**src/rtl/rv32i_pkg.sv**
```systemverilog
// Shared definitions for the RV32I execute datapath.
//   - opcode constants (inst[6:0])
//   - funct3 constants for branches, loads/stores and the integer ALU
//   - jmp_op encoding driven to the PC logic
//   - alu_sel_e: result selector for the write-back value
//   - ctrl_t: decoded control bundle from rv32i_decoder to the datapath
//   - alu_op_sel(): funct3 (+ inst[30]) to ALU operation mapping
package rv32i_pkg;

    localparam int XLEN_C = 32;

    // Opcodes
    localparam logic [6:0] OPC_LUI    = 7'b0110111;
    localparam logic [6:0] OPC_AUIPC  = 7'b0010111;
    localparam logic [6:0] OPC_JAL    = 7'b1101111;
    localparam logic [6:0] OPC_JALR   = 7'b1100111;
    localparam logic [6:0] OPC_BRANCH = 7'b1100011;
    localparam logic [6:0] OPC_LOAD   = 7'b0000011;
    localparam logic [6:0] OPC_STORE  = 7'b0100011;
    localparam logic [6:0] OPC_OP_IMM = 7'b0010011;
    localparam logic [6:0] OPC_OP     = 7'b0110011;
    localparam logic [6:0] OPC_FENCE  = 7'b0001111;
    localparam logic [6:0] OPC_SYSTEM = 7'b1110011;

    // Branch funct3
    localparam logic [2:0] F3_BEQ  = 3'b000;
    localparam logic [2:0] F3_BNE  = 3'b001;
    localparam logic [2:0] F3_BLT  = 3'b100;
    localparam logic [2:0] F3_BGE  = 3'b101;
    localparam logic [2:0] F3_BLTU = 3'b110;
    localparam logic [2:0] F3_BGEU = 3'b111;

    // Load / store funct3
    localparam logic [2:0] F3_LB  = 3'b000;
    localparam logic [2:0] F3_LH  = 3'b001;
    localparam logic [2:0] F3_LW  = 3'b010;
    localparam logic [2:0] F3_LBU = 3'b100;
    localparam logic [2:0] F3_LHU = 3'b101;
    localparam logic [2:0] F3_SB  = 3'b000;
    localparam logic [2:0] F3_SH  = 3'b001;
    localparam logic [2:0] F3_SW  = 3'b010;

    // ALU funct3
    localparam logic [2:0] F3_ADD  = 3'b000;
    localparam logic [2:0] F3_SLL  = 3'b001;
    localparam logic [2:0] F3_SLT  = 3'b010;
    localparam logic [2:0] F3_SLTU = 3'b011;
    localparam logic [2:0] F3_XOR  = 3'b100;
    localparam logic [2:0] F3_SR   = 3'b101;
    localparam logic [2:0] F3_OR   = 3'b110;
    localparam logic [2:0] F3_AND  = 3'b111;

    localparam logic [6:0] F7_BASE = 7'b0000000;
    localparam logic [6:0] F7_ALT  = 7'b0100000;

    // jmp_op encoding
    localparam logic [1:0] JMP_SEQ    = 2'd0;
    localparam logic [1:0] JMP_JUMP   = 2'd1;
    localparam logic [1:0] JMP_BRANCH = 2'd2;
    localparam logic [1:0] JMP_RSVD   = 2'd3;

    typedef enum logic [3:0] {
        ALU_ADD,
        ALU_SUB,
        ALU_SLL,
        ALU_SLT,
        ALU_SLTU,
        ALU_XOR,
        ALU_SRL,
        ALU_SRA,
        ALU_OR,
        ALU_AND,
        ALU_PASS_IMM,
        ALU_PC_IMM,
        ALU_PC_4
    } alu_sel_e;

    typedef struct packed {
        alu_sel_e   alu_sel;
        logic       src_b_imm;  // operand b is imm instead of rs2_data
        logic       reg_write;
        logic       is_load;
        logic       is_store;
        logic       is_branch;
        logic       is_jalr;
        logic       is_system;
        logic [1:0] jmp_op;
        logic [2:0] funct3;
    } ctrl_t;

    // alt = inst[30] where it selects SUB / SRA
    function automatic alu_sel_e alu_op_sel(input logic [2:0] f3, input logic alt);
        case (f3)
            F3_ADD:  return alt ? ALU_SUB : ALU_ADD;
            F3_SLL:  return ALU_SLL;
            F3_SLT:  return ALU_SLT;
            F3_SLTU: return ALU_SLTU;
            F3_XOR:  return ALU_XOR;
            F3_SR:   return alt ? ALU_SRA : ALU_SRL;
            F3_OR:   return ALU_OR;
            default: return ALU_AND;
        endcase
    endfunction

endpackage

```
**src/rtl/rv32i_decoder.sv**
```systemverilog
// RV32I instruction decoder.
// Ports:
//   inst    in  32  instruction word
//   rs1/rs2/rd out 5 register indices
//   imm     out 32  sign-extended immediate for the instruction's format
//   ctrl    out     decoded control bundle (ctrl_t)
//   illegal out 1   unknown opcode or illegal funct3/funct7 combination
module rv32i_decoder
    import rv32i_pkg::*;
(
    input  logic [31:0] inst,
    output logic [4:0]  rs1,
    output logic [4:0]  rs2,
    output logic [4:0]  rd,
    output logic [31:0] imm,
    output ctrl_t       ctrl,
    output logic        illegal
);

    logic [6:0]  opcode;
    logic [2:0]  funct3;
    logic [6:0]  funct7;
    logic [31:0] i_imm, s_imm, b_imm, u_imm, j_imm;

    assign opcode = inst[6:0];
    assign funct3 = inst[14:12];
    assign funct7 = inst[31:25];
    assign rs1    = inst[19:15];
    assign rs2    = inst[24:20];
    assign rd     = inst[11:7];

    assign i_imm = {{20{inst[31]}}, inst[31:20]};
    assign s_imm = {{20{inst[31]}}, inst[31:25], inst[11:7]};
    assign b_imm = {{19{inst[31]}}, inst[31], inst[7], inst[30:25], inst[11:8], 1'b0};
    assign u_imm = {inst[31:12], 12'b0};
    assign j_imm = {{11{inst[31]}}, inst[31], inst[19:12], inst[20], inst[30:21], 1'b0};

    always_comb begin
        imm            = i_imm;
        illegal        = 1'b0;
        ctrl.alu_sel   = ALU_ADD;
        ctrl.src_b_imm = 1'b0;
        ctrl.reg_write = 1'b0;
        ctrl.is_load   = 1'b0;
        ctrl.is_store  = 1'b0;
        ctrl.is_branch = 1'b0;
        ctrl.is_jalr   = 1'b0;
        ctrl.is_system = 1'b0;
        ctrl.jmp_op    = JMP_SEQ;
        ctrl.funct3    = funct3;
        case (opcode)
            OPC_LUI: begin
                imm            = u_imm;
                ctrl.alu_sel   = ALU_PASS_IMM;
                ctrl.reg_write = 1'b1;
            end
            OPC_AUIPC: begin
                imm            = u_imm;
                ctrl.alu_sel   = ALU_PC_IMM;
                ctrl.reg_write = 1'b1;
            end
            OPC_JAL: begin
                imm            = j_imm;
                ctrl.alu_sel   = ALU_PC_4;
                ctrl.reg_write = 1'b1;
                ctrl.jmp_op    = JMP_JUMP;
            end
            OPC_JALR: begin
                ctrl.alu_sel   = ALU_PC_4;
                ctrl.reg_write = 1'b1;
                ctrl.jmp_op    = JMP_JUMP;
                ctrl.is_jalr   = 1'b1;
                illegal        = (funct3 != 3'b000);
            end
            OPC_BRANCH: begin
                imm            = b_imm;
                ctrl.is_branch = 1'b1;
                ctrl.jmp_op    = JMP_BRANCH;
                illegal        = (funct3 == 3'b010) || (funct3 == 3'b011);
            end
            OPC_LOAD: begin
                ctrl.is_load   = 1'b1;
                ctrl.reg_write = 1'b1;
                illegal        = (funct3 == 3'b011) || (funct3 == 3'b110) || (funct3 == 3'b111);
            end
            OPC_STORE: begin
                imm            = s_imm;
                ctrl.is_store  = 1'b1;
                illegal        = (funct3 > F3_SW);
            end
            OPC_OP_IMM: begin
                ctrl.src_b_imm = 1'b1;
                ctrl.reg_write = 1'b1;
                // inst[30] only means SRAI; for ADDI it is an immediate bit
                ctrl.alu_sel   = alu_op_sel(funct3, inst[30] && (funct3 == F3_SR));
                illegal        = ((funct3 == F3_SLL) && (funct7 != F7_BASE)) ||
                                 ((funct3 == F3_SR) && (funct7 != F7_BASE) && (funct7 != F7_ALT));
            end
            OPC_OP: begin
                ctrl.reg_write = 1'b1;
                ctrl.alu_sel   = alu_op_sel(funct3, inst[30]);
                illegal        = ((funct7 != F7_BASE) && (funct7 != F7_ALT)) ||
                                 ((funct7 == F7_ALT) && (funct3 != F3_ADD) && (funct3 != F3_SR));
            end
            OPC_FENCE: ;
            OPC_SYSTEM: ctrl.is_system = 1'b1;
            default: illegal = 1'b1;
        endcase
    end

endmodule

```
**src/rtl/rv32i_exec_datapath.sv**
```systemverilog
// Single-cycle RV32I execute datapath: decode, ALU, branch/jump target,
// load/store formatting and a sticky halt flag.
// Ports:
//   clk, rst               clock, synchronous active-high reset
//   inst, pc               instruction and its address
//   rs1_data, rs2_data     register file read data
//   mem_rdata              data-memory word at mem_addr (combinational)
//   rs1, rs2, rd           register indices
//   rd_we, rd_wdata        write-back
//   jmp_op, next_addr, cmp PC control
//   mem_addr, mem_wdata, mem_we  data memory (stores are read-modify-write)
//   fault                  current instruction is illegal/misaligned
//   halted                 sticky, set on fault or ECALL/EBREAK
// Build option: define EXEC_MISALIGN_FAULT_EN to fault on misaligned
// half/word accesses and jump/branch targets with bit1 set.
module rv32i_exec_datapath
    import rv32i_pkg::*;
#(
    parameter int XLEN = XLEN_C
) (
    input  logic            clk,
    input  logic            rst,
    input  logic [31:0]     inst,
    input  logic [XLEN-1:0] pc,
    input  logic [XLEN-1:0] rs1_data,
    input  logic [XLEN-1:0] rs2_data,
    input  logic [XLEN-1:0] mem_rdata,
    output logic [4:0]      rs1,
    output logic [4:0]      rs2,
    output logic [4:0]      rd,
    output logic            rd_we,
    output logic [XLEN-1:0] rd_wdata,
    output logic [1:0]      jmp_op,
    output logic [XLEN-1:0] next_addr,
    output logic            cmp,
    output logic [XLEN-1:0] mem_addr,
    output logic [XLEN-1:0] mem_wdata,
    output logic            mem_we,
    output logic            fault,
    output logic            halted
);

    ctrl_t           ctrl;
    logic [31:0]     imm;
    logic            illegal;
    logic [31:0]     op_b;
    logic [31:0]     alu_res;
    logic [31:0]     load_data;
    logic [31:0]     target;
    logic            misalign;
    logic            halted_q, halted_d;

    rv32i_decoder u_dec (
        .inst    (inst),
        .rs1     (rs1),
        .rs2     (rs2),
        .rd      (rd),
        .imm     (imm),
        .ctrl    (ctrl),
        .illegal (illegal)
    );

    assign op_b     = ctrl.src_b_imm ? imm : rs2_data;
    assign mem_addr = rs1_data + imm;

    // Integer ALU / write-back value selection
    always_comb begin
        alu_res = '0;
        case (ctrl.alu_sel)
            ALU_ADD:      alu_res = rs1_data + op_b;
            ALU_SUB:      alu_res = rs1_data - op_b;
            ALU_SLL:      alu_res = rs1_data << op_b[4:0];
            ALU_SLT:      alu_res = {31'b0, $signed(rs1_data) < $signed(op_b)};
            ALU_SLTU:     alu_res = {31'b0, rs1_data < op_b};
            ALU_XOR:      alu_res = rs1_data ^ op_b;
            ALU_SRL:      alu_res = rs1_data >> op_b[4:0];
            ALU_SRA:      alu_res = $signed(rs1_data) >>> op_b[4:0];
            ALU_OR:       alu_res = rs1_data | op_b;
            ALU_AND:      alu_res = rs1_data & op_b;
            ALU_PASS_IMM: alu_res = imm;
            ALU_PC_IMM:   alu_res = pc + imm;
            ALU_PC_4:     alu_res = pc + 32'd4;
            default:      alu_res = '0;
        endcase
    end

    // Branch comparator; forced low for anything that is not a branch
    always_comb begin
        cmp = 1'b0;
        if (ctrl.is_branch) begin
            case (ctrl.funct3)
                F3_BEQ:  cmp = (rs1_data == rs2_data);
                F3_BNE:  cmp = (rs1_data != rs2_data);
                F3_BLT:  cmp = ($signed(rs1_data) <  $signed(rs2_data));
                F3_BGE:  cmp = ($signed(rs1_data) >= $signed(rs2_data));
                F3_BLTU: cmp = (rs1_data <  rs2_data);
                F3_BGEU: cmp = (rs1_data >= rs2_data);
                default: cmp = 1'b0;
            endcase
        end
    end

    // Jump/branch target: JALR clears bit0, JAL/branch are pc-relative
    always_comb begin
        target = '0;
        if (ctrl.is_jalr)
            target = (rs1_data + imm) & ~32'd1;
        else if (ctrl.jmp_op != JMP_SEQ)
            target = pc + imm;
    end
    assign next_addr = target;

    // Load formatting: little-endian lane select, then sign/zero extend
    always_comb begin
        load_data = mem_rdata;
        case (ctrl.funct3)
            F3_LB, F3_LBU: begin
                case (mem_addr[1:0])
                    2'd0:    load_data = {24'b0, mem_rdata[7:0]};
                    2'd1:    load_data = {24'b0, mem_rdata[15:8]};
                    2'd2:    load_data = {24'b0, mem_rdata[23:16]};
                    default: load_data = {24'b0, mem_rdata[31:24]};
                endcase
                if (ctrl.funct3 == F3_LB)
                    load_data[31:8] = {24{load_data[7]}};
            end
            F3_LH, F3_LHU: begin
                load_data = mem_addr[1] ? {16'b0, mem_rdata[31:16]} : {16'b0, mem_rdata[15:0]};
                if (ctrl.funct3 == F3_LH)
                    load_data[31:16] = {16{load_data[15]}};
            end
            default: load_data = mem_rdata;
        endcase
    end

    // Store formatting: splice rs2 low bits into the current memory word
    always_comb begin
        mem_wdata = mem_rdata;
        case (ctrl.funct3)
            F3_SB: begin
                case (mem_addr[1:0])
                    2'd0:    mem_wdata[7:0]   = rs2_data[7:0];
                    2'd1:    mem_wdata[15:8]  = rs2_data[7:0];
                    2'd2:    mem_wdata[23:16] = rs2_data[7:0];
                    default: mem_wdata[31:24] = rs2_data[7:0];
                endcase
            end
            F3_SH: begin
                if (mem_addr[1])
                    mem_wdata[31:16] = rs2_data[15:0];
                else
                    mem_wdata[15:0]  = rs2_data[15:0];
            end
            default: mem_wdata = rs2_data;
        endcase
    end

`ifdef EXEC_MISALIGN_FAULT_EN
    always_comb begin
        misalign = 1'b0;
        if (ctrl.is_load || ctrl.is_store) begin
            // funct3[1:0]: 01 = half, 10 = word (both loads and stores)
            case (ctrl.funct3[1:0])
                2'b01:   misalign = mem_addr[0];
                2'b10:   misalign = |mem_addr[1:0];
                default: misalign = 1'b0;
            endcase
        end
        if ((ctrl.jmp_op != JMP_SEQ) && target[1])
            misalign = 1'b1;
    end
`else
    assign misalign = 1'b0;
`endif

    assign fault    = illegal || (ctrl.jmp_op == JMP_RSVD) || misalign;
    assign rd_wdata = ctrl.is_load ? load_data : alu_res;
    assign rd_we    = ctrl.reg_write && (rd != 5'd0) && !fault && !halted_q;
    assign mem_we   = ctrl.is_store && !fault && !halted_q;
    assign jmp_op   = halted_q ? JMP_SEQ : ctrl.jmp_op;

    always_comb begin
        halted_d = halted_q || fault || ctrl.is_system;
    end

    always_ff @(posedge clk) begin
        if (rst)
            halted_q <= 1'b0;
        else
            halted_q <= halted_d;
    end

    assign halted = halted_q;

endmodule

```
**config.mk**
```make
export PLATFORM = sky130hd
export DESIGN_NAME = rv32i_exec_datapath
export DESIGN_NICKNAME = d
export VERILOG_FILES = /design/src/rtl/rv32i_pkg.sv /design/src/rtl/rv32i_decoder.sv /design/src/rtl/rv32i_exec_datapath.sv
export SDC_FILE = /design/constraint.sdc
export NUM_CORES = 1
export LEC_CHECK = 0
export ABC_AREA = 1
export BUFFER_PORTS_ARGS = -buffer_cell sky130_fd_sc_hd__clkbuf_2
export CORE_ASPECT_RATIO = 1.1
export CORE_UTILIZATION = 65
export CTS_CLUSTER_DIAMETER = 80
export CTS_CLUSTER_SIZE = 12
export DETAILED_ROUTE_END_ITERATION = 12
export GPL_ROUTABILITY_DRIVEN = 0
export GPL_TIMING_DRIVEN = 0
export PLACE_DENSITY_LB_ADDON = 0.15
export REMOVE_ABC_BUFFERS = 1
export SLEW_MARGIN = 10
export SYNTH_ARGS = -nofsm -noshare
export SYNTH_HDL_FRONTEND = slang
export SYNTH_SLANG_ARGS = --single-unit
```
**constraint.sdc**
```tcl
create_clock -name clk -period 8 [get_ports clk]
set_input_delay 0.8 -clock clk [delete_from_list [all_inputs] [get_ports clk]]
set_output_delay 0.8 -clock clk [all_outputs]
set_load 0.03 [all_outputs]
```
==> flow_summary_export.csv, run 1 <==
group,metric,value,unit
yosys,synth_enable_flop_cells,0,
floorplanning,die_w,164.4,µm
floorplanning,start_util,0.6586,
yosys,synth.avg_cell_area,5.173,µm²
global_routing,grt_max_degree,88,
global_routing,grt_pass1_vias,26330,
yosys,synth_area,18850,µm²
placed_design,post-dp-hpwl,76.81,mm
outcome,error_line,"[ERROR GRT-0116] Global routing finished with congestion. Check the congestion regions in the DRC Viewer.",
global_routing,grt_pass1_wl,151.3,mm
yosys,ys_seq_area_frac,0.001062,
floorplanning,io_pins,312,
yosys,synth_warnings,0,
yosys,yosys.cell_types.count,67,
placed_design,dp.cells,4170,
cts,ctsHoldBuffers,0,
cts,cts_resized,0,
global_routing,overflow,70,
outcome,failing_step,"global routing (5_1_grt)",
placed_design,port_buffers,311,
floorplanning,die_h,180.6,µm
yosys,yosys_register_bits,1,
outcome,status,"aborted with a tool error",
floorplanning,num_rows,65,
cts,postCtsSetupBuffers,0,
yosys,synth_ff_type,"dfxtp_1",
yosys,async_reset_ff_frac,0,
yosys,postSynthCellCount,3645,
global_routing,grtUsageTotal,0.6698,
## stage by stage
stage / area, µm² / setup slack [ps]
after floorplan: 18070 / 1778
after global placement: 20090 / -155.4
after detailed placement: 20150 / 279.1
after CTS: 20150 / 288.4
## cell usage after synthesis, drive strengths merged (4+ instances only)
cell	number	area, µm²
nand2	948	3676
nand3	491	2550
inv	472	1774
nor2	380	1513
o21ai	265	1326
a21oi	253	1270
ha	199	2490
clkbuf	79	296.5
buf	77	489.2
nor3	69	355.3
nand4	56	362.8
o211ai	52	390.4
xor2	41	359.1
a31oi	29	181.4
o22ai	28	175.2
xnor2	26	227.7
o21a	23	172.7
o221ai	20	175.2
or2	17	106.4
nand3b	13	97.59
a21boi	12	93.84
nor4	10	62.56
a211oi	9	67.56
a21o	8	60.06
a22oi	8	60.06
and3	7	43.79
o21bai	7	52.55
a22o	6	52.55
a32o	5	50.05
clkinv	5	18.77
o31ai	4	30.03
## per-layer routing
layer	global-route usage	GRT overflow
met1	0.7183	0
met2	0.8456	29
met3	0.4704	1
met4	0.5993	40
met5	0.1094	0
## logic make-up after synthesis
kind of cell	synth area share
muxes	0.0005309
DFF	0.001062
adders and majority gates	0.1352
and+or+nand+nor	0.4661
buffers and inverters	0.1368
AOI/OAI and AO/OA	0.2292
xor gates and xnor gates	0.03112
==> run 2, diff against run 1 <==
Settings changed: CORE_ASPECT_RATIO 1.1 to not set, CORE_UTILIZATION 65 to 40, CTS_CLUSTER_DIAMETER 80 to not set, CTS_CLUSTER_SIZE 12 to not set.
==> run 2 against run 1 <==
Against the previous run: area after synthesis unchanged; synthesized cell count unchanged; the flow now finishes, with violations (setup timing).
==> flow_summary_export.csv, run 2 <==
group,metric,value,unit
final_layout,final_common_cell,"nand2_1",
cts,ctsHoldBuffers,0,
yosys,postSynthCellCount,3645,
routing,vias_per_cell,6.246,
timing,fin_crit,8033,ps
yosys,synth_top_area_frac,0.1818,
timing,grt_setup_unrepaired,"false",
floorplanning,io_pins,312,
outcome,violations,"setup timing",
worst_setup_path,worstSetupEndpointType,"output port",
yosys,synth_warnings,0,
yosys,synth.avg_cell_area,5.173,µm²
final_layout,final_cells,4412,
global_routing,overflow,0,
global_routing,antenna_found_initial,0,
final_layout,finalCoreUtilization,0.4401,
final_layout,drive_gt1_frac,0.1094,
timing,finalHoldViolations,0,
timing,finalMaxSlewViolations,0,
yosys,yosys_register_bits,1,
final_layout,nets,4169,
yosys,yosys.cell_types.count,67,
worst_setup_path,crit_path_cell_trace,"clkbuf_2, clkinv_1, o211ai_1, nand3_1, nand2_1, nand2_1, nand3_1, clkinv_1, a21oi_1, nand3_1, a21oi_1, nand3_1, nor2_1, nand2_1, nand2_1, nand2_1, clkbuf_2",
placed_design,dp.cells,4410,
global_routing,grtUsageTotal,0.4413,
timing,fin_ws,-33.47,ps
worst_setup_path,cp.required,7200,ps
placed_design,placed_area,20470,µm²
worst_setup_path,rr_startpoint,"halted$_SDFF_PP0_",
timing,timing.fmax,0.1245,GHz
timing,setup_viol,1,
outcome,status,"finished with violations",
worst_setup_path,cp_common_cell,"nand2_1",
final_layout,finalInstanceArea,20490,µm²
timing,clock_skew,0,ps
yosys,synthTopCellsByArea,"nand2_1, ha_1, nand3_1, inv_1, nor2_1",
timing,worstMarginPinSlew,1316,ps
worst_setup_path,max_stage_delay,1200,ps
routing,drtIter0Drc,4277,
global_routing,grt_max_degree,83,
worst_hold_path,min-delay-start,"halted$_SDFF_PP0_",
final_layout,nFillCells,5509,
final_layout,mostFrequentLayoutCells,"nand2_1, nand3_1, inv_1",
global_routing,grt_pass1_wl,156.7,mm
routing,ant_nets,0,
yosys,synth_area,18850,µm²
timing,fin_crit_sh,1.004,
yosys,synth_largest_area_cell,"nand2_1",
global_routing,grt_pass1_vias,24420,
cts,postCtsSetupBuffers,0,
worst_setup_path,start_kind,"primary input",
worst_hold_path,hold_path_class,"reg2reg",
worst_setup_path,crit_family,"buffers and inverters",
yosys,async_reset_ff_frac,0,
yosys,ys_seq_area_frac,0.001062,
cts,clkTransAtPathRegs,0,ps
final_layout,largest_register_ffs,1,
timing,max_slew_margin,0.1219,
worst_setup_path,crit_type,"in2out",
floorplanning,dieArea,48010,µm²
yosys,synth_ff_type,"dfxtp_1",
placed_design,post-dp-hpwl,91.45,mm
routing,drc,0,
yosys,synth_commonest_cells,"nand2_1, nand3_1, inv_1, nor2_1, a21oi_1",
yosys,yosysMostFrequentCell,"nand2_1",
worst_setup_path,crit_slowest_cell,"clkinv_1",
routing,routed-via-count,27560,
routing,wl_per_cell,25.00,µm
floorplanning,num_rows,79,
worst_setup_path,critPathBufInv,4,
worst_setup_path,arrival,7230,ps
timing,fin_setup_tns,-33.47,ps
cts,insertion_delay,0,ps
placed_design,port_buffers,311,
worst_setup_path,cp_max_fo,27,
floorplanning,core_area,46560,µm²
final_layout,syn_to_final_growth,8.680,%
floorplanning,start_util,0.4050,
floorplanning,die_h,219.1,µm
routing,first_pass_iters,11,
routing,drt_wl_total,110.3,mm
yosys,synth_enable_flop_cells,0,
flow_run,max_cap_violations,0,
floorplanning,die_w,219.1,µm
worst_setup_path,timing.critical_path.from,"inst[13]",
==> run 2: layer usage <==
layer  vias to the layer above  global-route usage  routed length [µm]
met5                         -                   0                   0
met4                         0              0.3465               10770
met3                       495              0.1562               16820
met2                      2175              0.6244               42490
met1                     12360              0.5379               40220
li1                      12530                   -                   -
==> run 2: what timing repair did <==
action | 4_1_cts | 5_1_grt
hold endpoints to repair | 0 | 0
gates resized for setup | 1 | 3
setup endpoints to repair | 3 | 4
==> run 2: worst reg2reg max path: stages, from the launching register on <==
cell and delay (ps):
dfxtp_1 320, or2_2 320, o21bai_1 130, inv_1 50
==> run 2: worst paths after layout <==
path / cells after the start / to / slack (ps)
setup / recovery: 17 / rd_wdata[24] / -30
setup reg to reg: 3 / halted$_SDFF_PP0_ / 7060
hold reg to reg: 3 / halted$_SDFF_PP0_ / 660
hold / removal: 3 / halted$_SDFF_PP0_ / 660
==> run 2: metrics by stage <==
stage | worst slack (ps) | hold WS, ps
after floorplan | 1778 | 820.7
after global placement | -395.2 | 661.7
after detailed placement | -88.06 | 662.4
after CTS | 228.4 | 663.2
after global routing | 24.20 | 716.5
final | -33.47 | 662.3
==> run 2: final cells by class <==
cell class	instances	area [µm²]	share of cell area
antenna	2	5.005	0.0002442
tap	607	759.5	0.03706
inverter	477	1800	0.08787
sequential	1	20.02	0.0009770
multi-input combinational	3011	16290	0.7948
timing repair buffer	314	1619	0.07901
==> run 2: cells by family after synthesis <==
| kind of cell | share of synthesized area |
|---|---|
| xor gates and xnor gates | 0.03112 |
| and+or+nand+nor | 0.4661 |
| DFF | 0.001062 |
| adders and majority gates | 0.1352 |
| muxes | 0.0005309 |
| AOI/OAI and AO/OA | 0.2292 |
| buffers and inverters | 0.1368 |
==> run 3, diff against run 2 <==
Clock period 8 ns to 7.6 ns, I/O delays scaled along.
==> run 3 against run 2 <==
Against the previous run: setup slack got worse by 14 ps; the run still ends with setup timing left; hold slack improved by 2.4 ps; critical endpoint unchanged; cell count barely moved; clock skew is the same; global-route usage did not move; design area grew 0.15%.
==> flow_summary_export.csv, run 3 (synthesis results as in run 2) <==
group,metric,value,unit
worst_setup_path,start_kind,"primary input",
worst_setup_path,cp.required,6840,ps
floorplanning,die_w,219.1,µm
timing,fin_ws,-47.75,ps
global_routing,grtUsageTotal,0.4413,
worst_setup_path,crit_family,"simple AND/OR/NAND/NOR gates",
worst_setup_path,crit_path_cell_trace,"clkbuf_2, clkinv_1, o211ai_1, nand3_1, nand2_1, nand2_1, nand3_1, clkinvlp_4, a21oi_1, nand3_1, a21oi_1, nand3_1, nor2_1, nand2_1, nand2_1, nand2_1, clkbuf_2",
routing,dr_wl_met3,16.50,mm
timing,grt_setup_unrepaired,"false",
timing,worstMarginPinSlew,1312,ps
final_layout,nets,4169,
global_routing,overflow,0,
timing,clock_skew,0,ps
routing,dr.max_layer_used,"met4",
global_routing,grt_pass1_wl,156.7,mm
final_layout,final_common_cell,"nand2_1",
outcome,status,"finished with violations",
routing,wl_per_cell,24.97,µm
timing,fin_setup_tns,-47.75,ps
global_routing,grt_pass1_vias,24420,
cts,insertion_delay,0,ps
timing,fin_crit_sh,1.006,
routing,ant_nets,0,
final_layout,finalInstanceArea,20520,µm²
floorplanning,dieArea,48010,µm²
cts,clkTransAtPathRegs,0,ps
global_routing,antenna_found_initial,0,
placed_design,post-dp-hpwl,91.45,mm
global_routing,grt_max_degree,83,
worst_setup_path,max_stage_delay,1060,ps
timing,finalMaxSlewViolations,0,
outcome,violations,"setup timing",
floorplanning,start_util,0.4050,
worst_setup_path,critPathBufInv,4,
worst_setup_path,crit_type,"in2out",
routing,wl_met2,42.47,mm
timing,max_slew_margin,0.1253,
worst_setup_path,crit_slowest_cell,"a21oi_1",
routing,drt_wl_total,110.2,mm
routing,drt-met1-wl,40.48,mm
floorplanning,io_pins,312,
cts,ctsHoldBuffers,0,
timing,finalHoldViolations,0,
routing,drc,0,
routing,vias_per_cell,6.224,
placed_design,placed_area,20470,µm²
final_layout,largest_register_ffs,1,
placed_design,port_buffers,311,
worst_setup_path,worstSetupEndpointType,"output port",
worst_setup_path,cp_common_cell,"nand2_1",
routing,drtIter0Drc,4283,
timing,timing.fmax,0.1308,GHz
floorplanning,die_h,219.1,µm
routing,routed-via-count,27470,
floorplanning,num_rows,79,
flow_run,max_cap_violations,0,
final_layout,mostFrequentLayoutCells,"nand2_1, nand3_1, inv_1",
worst_setup_path,cp_max_fo,27,
timing,setup_viol,1,
worst_hold_path,hold_path_class,"reg2reg",
timing,holdWs,664.7,ps
final_layout,drive_gt1_frac,0.1097,
timing,fin_crit,7648,ps
routing,first_pass_iters,8,
final_layout,syn_to_final_growth,8.846,%
worst_setup_path,arrival,6890,ps
floorplanning,core_area,46560,µm²
-- run 3: worst paths after layout --
path	end	cells after the start	from	slack, ps
worst max-delay path	rd_wdata[24]	17	inst[13]	-50
worst min register to register	halted$_SDFF_PP0_	3	halted$_SDFF_PP0_	660
worst min-delay path	halted$_SDFF_PP0_	3	halted$_SDFF_PP0_	660
worst max register to register	halted$_SDFF_PP0_	3	halted$_SDFF_PP0_	6660
-- run 3: per-layer routing --
layer  vias up  global-route usage
met2      2143              0.6244
met1     12260              0.5379
met3       514              0.1562
met5         -                   0
met4         0              0.3465
li1      12560                   -
-- run 3: layout make-up --
cell class                 count  area (µm²)
sequential                     1       20.02
fill                        5503       26030
timing repair buffer         314        1619
tap                          607       759.5
antenna                        4       10.01
inverter                     477        1813
multi-input combinational   3011       16300
-- run 3: tightest hold or removal path, delay by kind of cell (launching register included) --
kind | cells | cell delay (ps)
DFF | 1 | 370
and+or+nand+nor | 1 | 160
buffers and inverters | 1 | 40
AOI/OAI and AO/OA | 1 | 60
-- run 3: what timing repair did --
item	CTS	global route
endpoints found under the setup margin	5	15
buffers inserted	0	0
resized for setup	2	9
-- run 3: through the flow --
stage,cells,util,setup WS (ps)
after floorplan,3489,-,1458
after global routing,4410,0.4406,15.41
after CTS,4410,0.4398,34.32
final,4414,0.4408,-47.75
after global placement,4407,0.4379,-715.2
after detailed placement,4410,0.4397,-408.1
